## src/rtl/pipe_stage_elastic_reg_pkg.sv

```systemverilog
// Shared pipeline definitions: elastic-stage state encoding and per-boundary payload layouts.
// The state encoding doubles as the entry count, so OCCUPANCY is the state itself.
package pipe_pkg;

  typedef enum logic [1:0] {
    PS_EMPTY = 2'd0,
    PS_ONE   = 2'd1,
    PS_TWO   = 2'd2
  } ps_state_e;

  // IF/ID: pc, instruction; no control bits
  localparam int IFID_W         = 64;
  localparam int IFID_INSTR_LSB = 0;
  localparam int IFID_PC_LSB    = 32;
  localparam logic [IFID_W-1:0] IFID_CTRL_MASK = '0;

  // EX/MEM: ctrl[4:0] = {mem_sel, mem_to_reg, mem_write, mem_read, reg_write}
  localparam int EXMEM_W          = 141;
  localparam int EXMEM_CTRL_LSB   = 0;
  localparam int EXMEM_CTRL_W     = 5;
  localparam int EXMEM_RD_LSB     = 5;
  localparam int EXMEM_FUNC3_LSB  = 10;
  localparam int EXMEM_ALU_LSB    = 13;
  localparam int EXMEM_RS2_LSB    = 45;
  localparam int EXMEM_PC_LSB     = 77;
  localparam int EXMEM_PC4_LSB    = 109;
  localparam logic [EXMEM_W-1:0] EXMEM_CTRL_MASK = {{(EXMEM_W-EXMEM_CTRL_W){1'b0}}, {EXMEM_CTRL_W{1'b1}}};

  // MEM/WB: ctrl[1:0] = {mem_to_reg, reg_write}, rd, alu result, load data
  localparam int MEMWB_W        = 71;
  localparam int MEMWB_CTRL_LSB = 0;
  localparam int MEMWB_RD_LSB   = 2;
  localparam int MEMWB_ALU_LSB  = 7;
  localparam int MEMWB_LOAD_LSB = 39;
  localparam logic [MEMWB_W-1:0] MEMWB_CTRL_MASK = {{(MEMWB_W-2){1'b0}}, 2'b11};

endpackage

```

## src/rtl/pipe_stage_elastic_reg.sv

```systemverilog
// Elastic pipeline register with valid/ready handshake, optional 2-entry skid,
// synchronous flush and bubble masking of control bits on the output.
module pipe_stage_elastic_reg
  import pipe_pkg::*;
#(
  parameter int                DATA_W    = EXMEM_W,
  parameter logic [DATA_W-1:0] CTRL_MASK = {DATA_W{1'b0}},
  parameter int                SKID      = 1
) (
  input  logic              CLK,
  input  logic              RESET,
  input  logic              FLUSH,
  input  logic              IN_VALID,
  output logic              IN_READY,
  input  logic [DATA_W-1:0] IN_DATA,
  output logic              OUT_VALID,
  input  logic              OUT_READY,
  output logic [DATA_W-1:0] OUT_DATA,
  output logic [1:0]        OCCUPANCY
);

  ps_state_e         state_q, state_d;
  logic [DATA_W-1:0] main_q, main_d;
  logic [DATA_W-1:0] skid_q, skid_d;
  logic              in_ready_q, in_ready_d;
  logic              in_xfer, out_xfer;

  assign OUT_VALID = (state_q != PS_EMPTY);
  assign OUT_DATA  = OUT_VALID ? main_q : (main_q & ~CTRL_MASK);
  assign OCCUPANCY = state_q;

  // in_ready_q is low only during reset in the single-entry build, so it also gates the first cycle
  assign IN_READY = (SKID != 0) ? in_ready_q : (in_ready_q & (!OUT_VALID | OUT_READY));

  assign in_xfer  = IN_VALID & IN_READY;
  assign out_xfer = OUT_VALID & OUT_READY;

  always_comb begin
    state_d = state_q;
    main_d  = main_q;
    skid_d  = skid_q;
    if (FLUSH) begin
      state_d = PS_EMPTY;
    end else begin
      case (state_q)
        PS_EMPTY: begin
          if (in_xfer) begin
            state_d = PS_ONE;
            main_d  = IN_DATA;
          end
        end
        PS_ONE: begin
          if (in_xfer && out_xfer) begin
            main_d = IN_DATA;
          end else if (out_xfer) begin
            state_d = PS_EMPTY;
          end else if (in_xfer && (SKID != 0)) begin
            state_d = PS_TWO;
            skid_d  = IN_DATA;
          end
        end
        PS_TWO: begin
          if (out_xfer) begin
            state_d = PS_ONE;
            main_d  = skid_q;
          end
        end
        default: state_d = PS_EMPTY;
      endcase
    end
    in_ready_d = (state_d != PS_TWO);
  end

  always_ff @(posedge CLK) begin
    if (RESET) begin
      state_q    <= PS_EMPTY;
      main_q     <= '0;
      skid_q     <= '0;
      in_ready_q <= 1'b0;
    end else begin
      state_q    <= state_d;
      main_q     <= main_d;
      skid_q     <= skid_d;
      in_ready_q <= in_ready_d;
    end
  end

endmodule

```

## config.mk

```make
export PLATFORM = sky130hd
export DESIGN_NAME = pipe_stage_elastic_reg
export DESIGN_NICKNAME = d
export VERILOG_FILES = /design/src/rtl/pipe_stage_elastic_reg_pkg.sv /design/src/rtl/pipe_stage_elastic_reg.sv
export SDC_FILE = /design/constraint.sdc
export NUM_CORES = 1
export LEC_CHECK = 0
export BUFFER_PORTS_ARGS = -buffer_cell sky130_fd_sc_hd__buf_2
export CORE_ASPECT_RATIO = 0.7
export CORE_MARGIN = 3
export CORE_UTILIZATION = 30
export CTS_BUF_LIST = sky130_fd_sc_hd__clkbuf_4
export DETAILED_ROUTE_END_ITERATION = 10
export PLACE_DENSITY = 0.53
export SLEW_MARGIN = 25
export SYNTH_ARGS = -nofsm -noshare
export SYNTH_HDL_FRONTEND = slang
export SYNTH_SLANG_ARGS = --single-unit
```

## constraint.sdc

```tcl
create_clock -name CLK -period 1.7 [get_ports CLK]
set_input_delay 0.085 -clock CLK [delete_from_list [all_inputs] [get_ports CLK]]
set_output_delay 0.085 -clock CLK [all_outputs]
set_load 0.01 [all_outputs]
```

==> flow_summary.ini <==
[place]
globalplace.congestion = 0.7347
post_dp_cell_area_um2 = 13370
hpwl_mm = 20.95
portBuffers = 290

[detailed_routing]
avgRoutedWirePerCell_um = 15.44
ant_nets = 0
route.detailed.drc = 0
vias_per_cell = 4.631
drtPass1Iterations = 4
drtIter0Drc = 486
dr_total_vias = 10460
routed_wl_mm = 34.89

[floorplan]
die_y_um = 167.2
fp.dieW_um = 236.3
pin_count = 291
core-area_um2 = 36280
rows = 58
dieArea_um2 = 39520
start_util_pct = 30.70

[final_layout]
postLayoutCellArea_um2 = 16400
utilization_pct = 45.19
syn_to_final_growth_pct = 47.19
final_nets = 1874
final_common_cell = buf_2
drive_gt1_share_pct = 29.64
layout_common_cells = buf_2 (288), nand2_1 (284), dfxtp_1 (282)

[synthesis]
netlist_area_um2 = 11140
synth.distinct_cells = 21
synth_seq_cells = 285
syn_inst = 1258
synth_area_per_cell_um2 = 8.856
yosysWarnings = 0
ys_seq_area_share_pct = 51.21
syn_nets = 1404

[worst_setup_path]
cp_common_cell = buf_12
timing.rr.end = OUT_DATA[15]
crit_fanout = 31
slowest_delay_ns = 0.33
path_depth = 7
worstRegToRegCells = 7
start_kind = flip-flop
cp-end-kind = flip-flop
critPathKind = reg2reg
cp.required_ns = 2.29
crit_family = compound AO/OA/AOI/OAI gates
cp_slowest_cell = dfxtp_2
path_cells = nand4bb_4 > o21ai_4 > buf_12 > buf_12 > buf_16 > nor2_1 > a211oi_1
r2r_slack_ns = 0.05
regToRegStartpoint = OCCUPANCY[1]
critPathArrivalTime_ns = 2.24
cp_num_buf_inv = 3

[timing]
hold_ws_ns = 0.1671
layout_min_cycle_time_ns = 1.650
worst_pin_slew_ns = 0.4004
rsz0062_at_grt = true
fin_skew_ns = 0.05021
setup-violations-final = 0
final_max_slew_viol_count = 0
hold_viol = 0
fmaxAchievable_ghz = 0.6061
relSlewSlack_pct = 73.31
period_share_pct = 97.05

[cts]
cts_tree = built
clockBufferDepth = 3
root_buffer = clkbuf_4
cts_sinks = 285
worstSkewPairLatency_ns = 0.72
clk_pin_slew_ns = 0.07
cts_buffers = 77
htreeDepth = 3

[global_routing]
antenna_found_initial = 1
grt_pass1_vias = 10240
grt_usage_pct = 16.54
grt_max_degree = 58
grt_pass1_wl_mm = 54.14
grt-ovfl-total = 0

[outcome]
status = completed

[pwr]
power.density_nw_per_um2 = 918.3
swShare_pct = 24.94
clkPwrFrac_pct = 42.9
p_leak_nw = 7.467
net-switching-power_mw = 3.755
p_int_mw = 11.30
worst_ir_drop_vdd_mv = 0.4324
seq_power_share_pct = 46.4
pwr-share-comb_pct = 10.8

[worst_hold_path]
hold-path-cell-count = 4
hold_end = skid_q[138]
min_path_type = in2reg
min_from = IN_DATA[138]

[job]
maxCapViolations = 0
==> power groups by stage <==
stage	sequential (mW)	combinational, mW	clock (mW)
floorplan	7.20	0.518	0
global placement	7.12	1.21	0
detailed placement	7.13	1.22	0
CTS	6.98	1.49	6.72
global route	7.00	1.77	7.13
finish	6.98	1.62	6.45
==> logic make-up after synthesis <==
family	count (synthesis)	synth area share [%]
simple gates	435	15.02
compound gates	286	16.11
mux	142	12.76
buf+inv	110	4.908
flops	285	51.21
==> flip-flops by register name, indices dropped and copies added, names as in the netlist <==
register	count
OCCUPANCY	2
IN_READY	1
OUT_DATA	141
skid_q	141
==> cells in the mapped netlist <==
cell,n,share of area (%)
buf_4,1,0.067
nand2b_1,1,0.056
buf_2,50,2.2
dfxtp_1,285,51
buf_6,9,0.91
mux2i_1,142,13
o31a_1,1,0.079
o21ai_1,1,0.045
clkbuf_1,50,1.7
or2_2,1,0.056
nor2b_1,2,0.11
o21a_1,1,0.067
nor2_1,142,4.8
a211oi_1,141,9.5
nor3_1,1,0.045
nor3b_2,1,0.11
a21oi_1,141,6.3
or3b_1,1,0.079
nand2_1,284,9.6
nand4bb_1,2,0.20
o22a_1,1,0.079
==> per-layer routing <==
layer	vias up	share of wire, %	track usage (%)
li1	5293	-	-
met1	4870	45	20.94
met2	252	47	27.09
met3	47	6.0	5.153
met4	0	1.6	4.991
met5	-	0	0
==> worst reg2reg max path, delay by kind of cell, from the launching register on <==
kind	cells	cell delay (ns)
AOI/OAI and AO/OA	2	0.49
buffers and inverters	3	0.49
DFF	1	0.33
and+or+nand+nor	2	0.27
==> worst max-delay path by stage <==
stage / startpoint / endpoint / slack [ns]
CTS: OCCUPANCY[1] / OUT_VALID / 0.01
floorplan: OCCUPANCY[1] / skid_q[60] / 0.08
detailed placement: OCCUPANCY[1] / skid_q[38] / 0.008
global route: OCCUPANCY[1] / OUT_DATA[52] / -0.04
finish: OCCUPANCY[1] / OUT_DATA[15] / 0.05
global placement: OCCUPANCY[1] / skid_q[117] / 0.07
==> area by class of cell <==
cell class,instances,area (um^2)
well taps,480,600.6
clock inverters,10,118.9
flip-flops and latches,285,5712
multi-input cells,863,5122
clock buffers,119,893.4
diodes,1,2.502
fillers,3516,19890
repair buffers,501,3949
==> repair_timing <==
item                       in CTS  in global routing
buffers inserted                0                 13
gates resized for setup         5                 51
pin swaps                       0                 14
gates cloned                    0                  7
hold endpoints to repair      285                  0
setup endpoints to repair       2                115
hold buffers                  145                  0
==> metrics by stage <==
| stage | setup slack, ns | setup TNS [ns] | std cells | total power, mW |
|---|---|---|---|---|
| after global routing | -0.03526 | -0.09332 | 2259 | 15.90 |
| after detailed placement | 0.007583 | 0 | 1964 | 8.345 |
| final | 0.05011 | 0 | 2259 | 15.06 |
| after global placement | 0.06886 | 0 | 1964 | 8.330 |
| after floorplan | 0.07786 | 0 | 1258 | 7.717 |
| after CTS | 0.01397 | 0 | 2238 | 15.19 |
No activity file was read; power rests on OpenSTA's default activity.
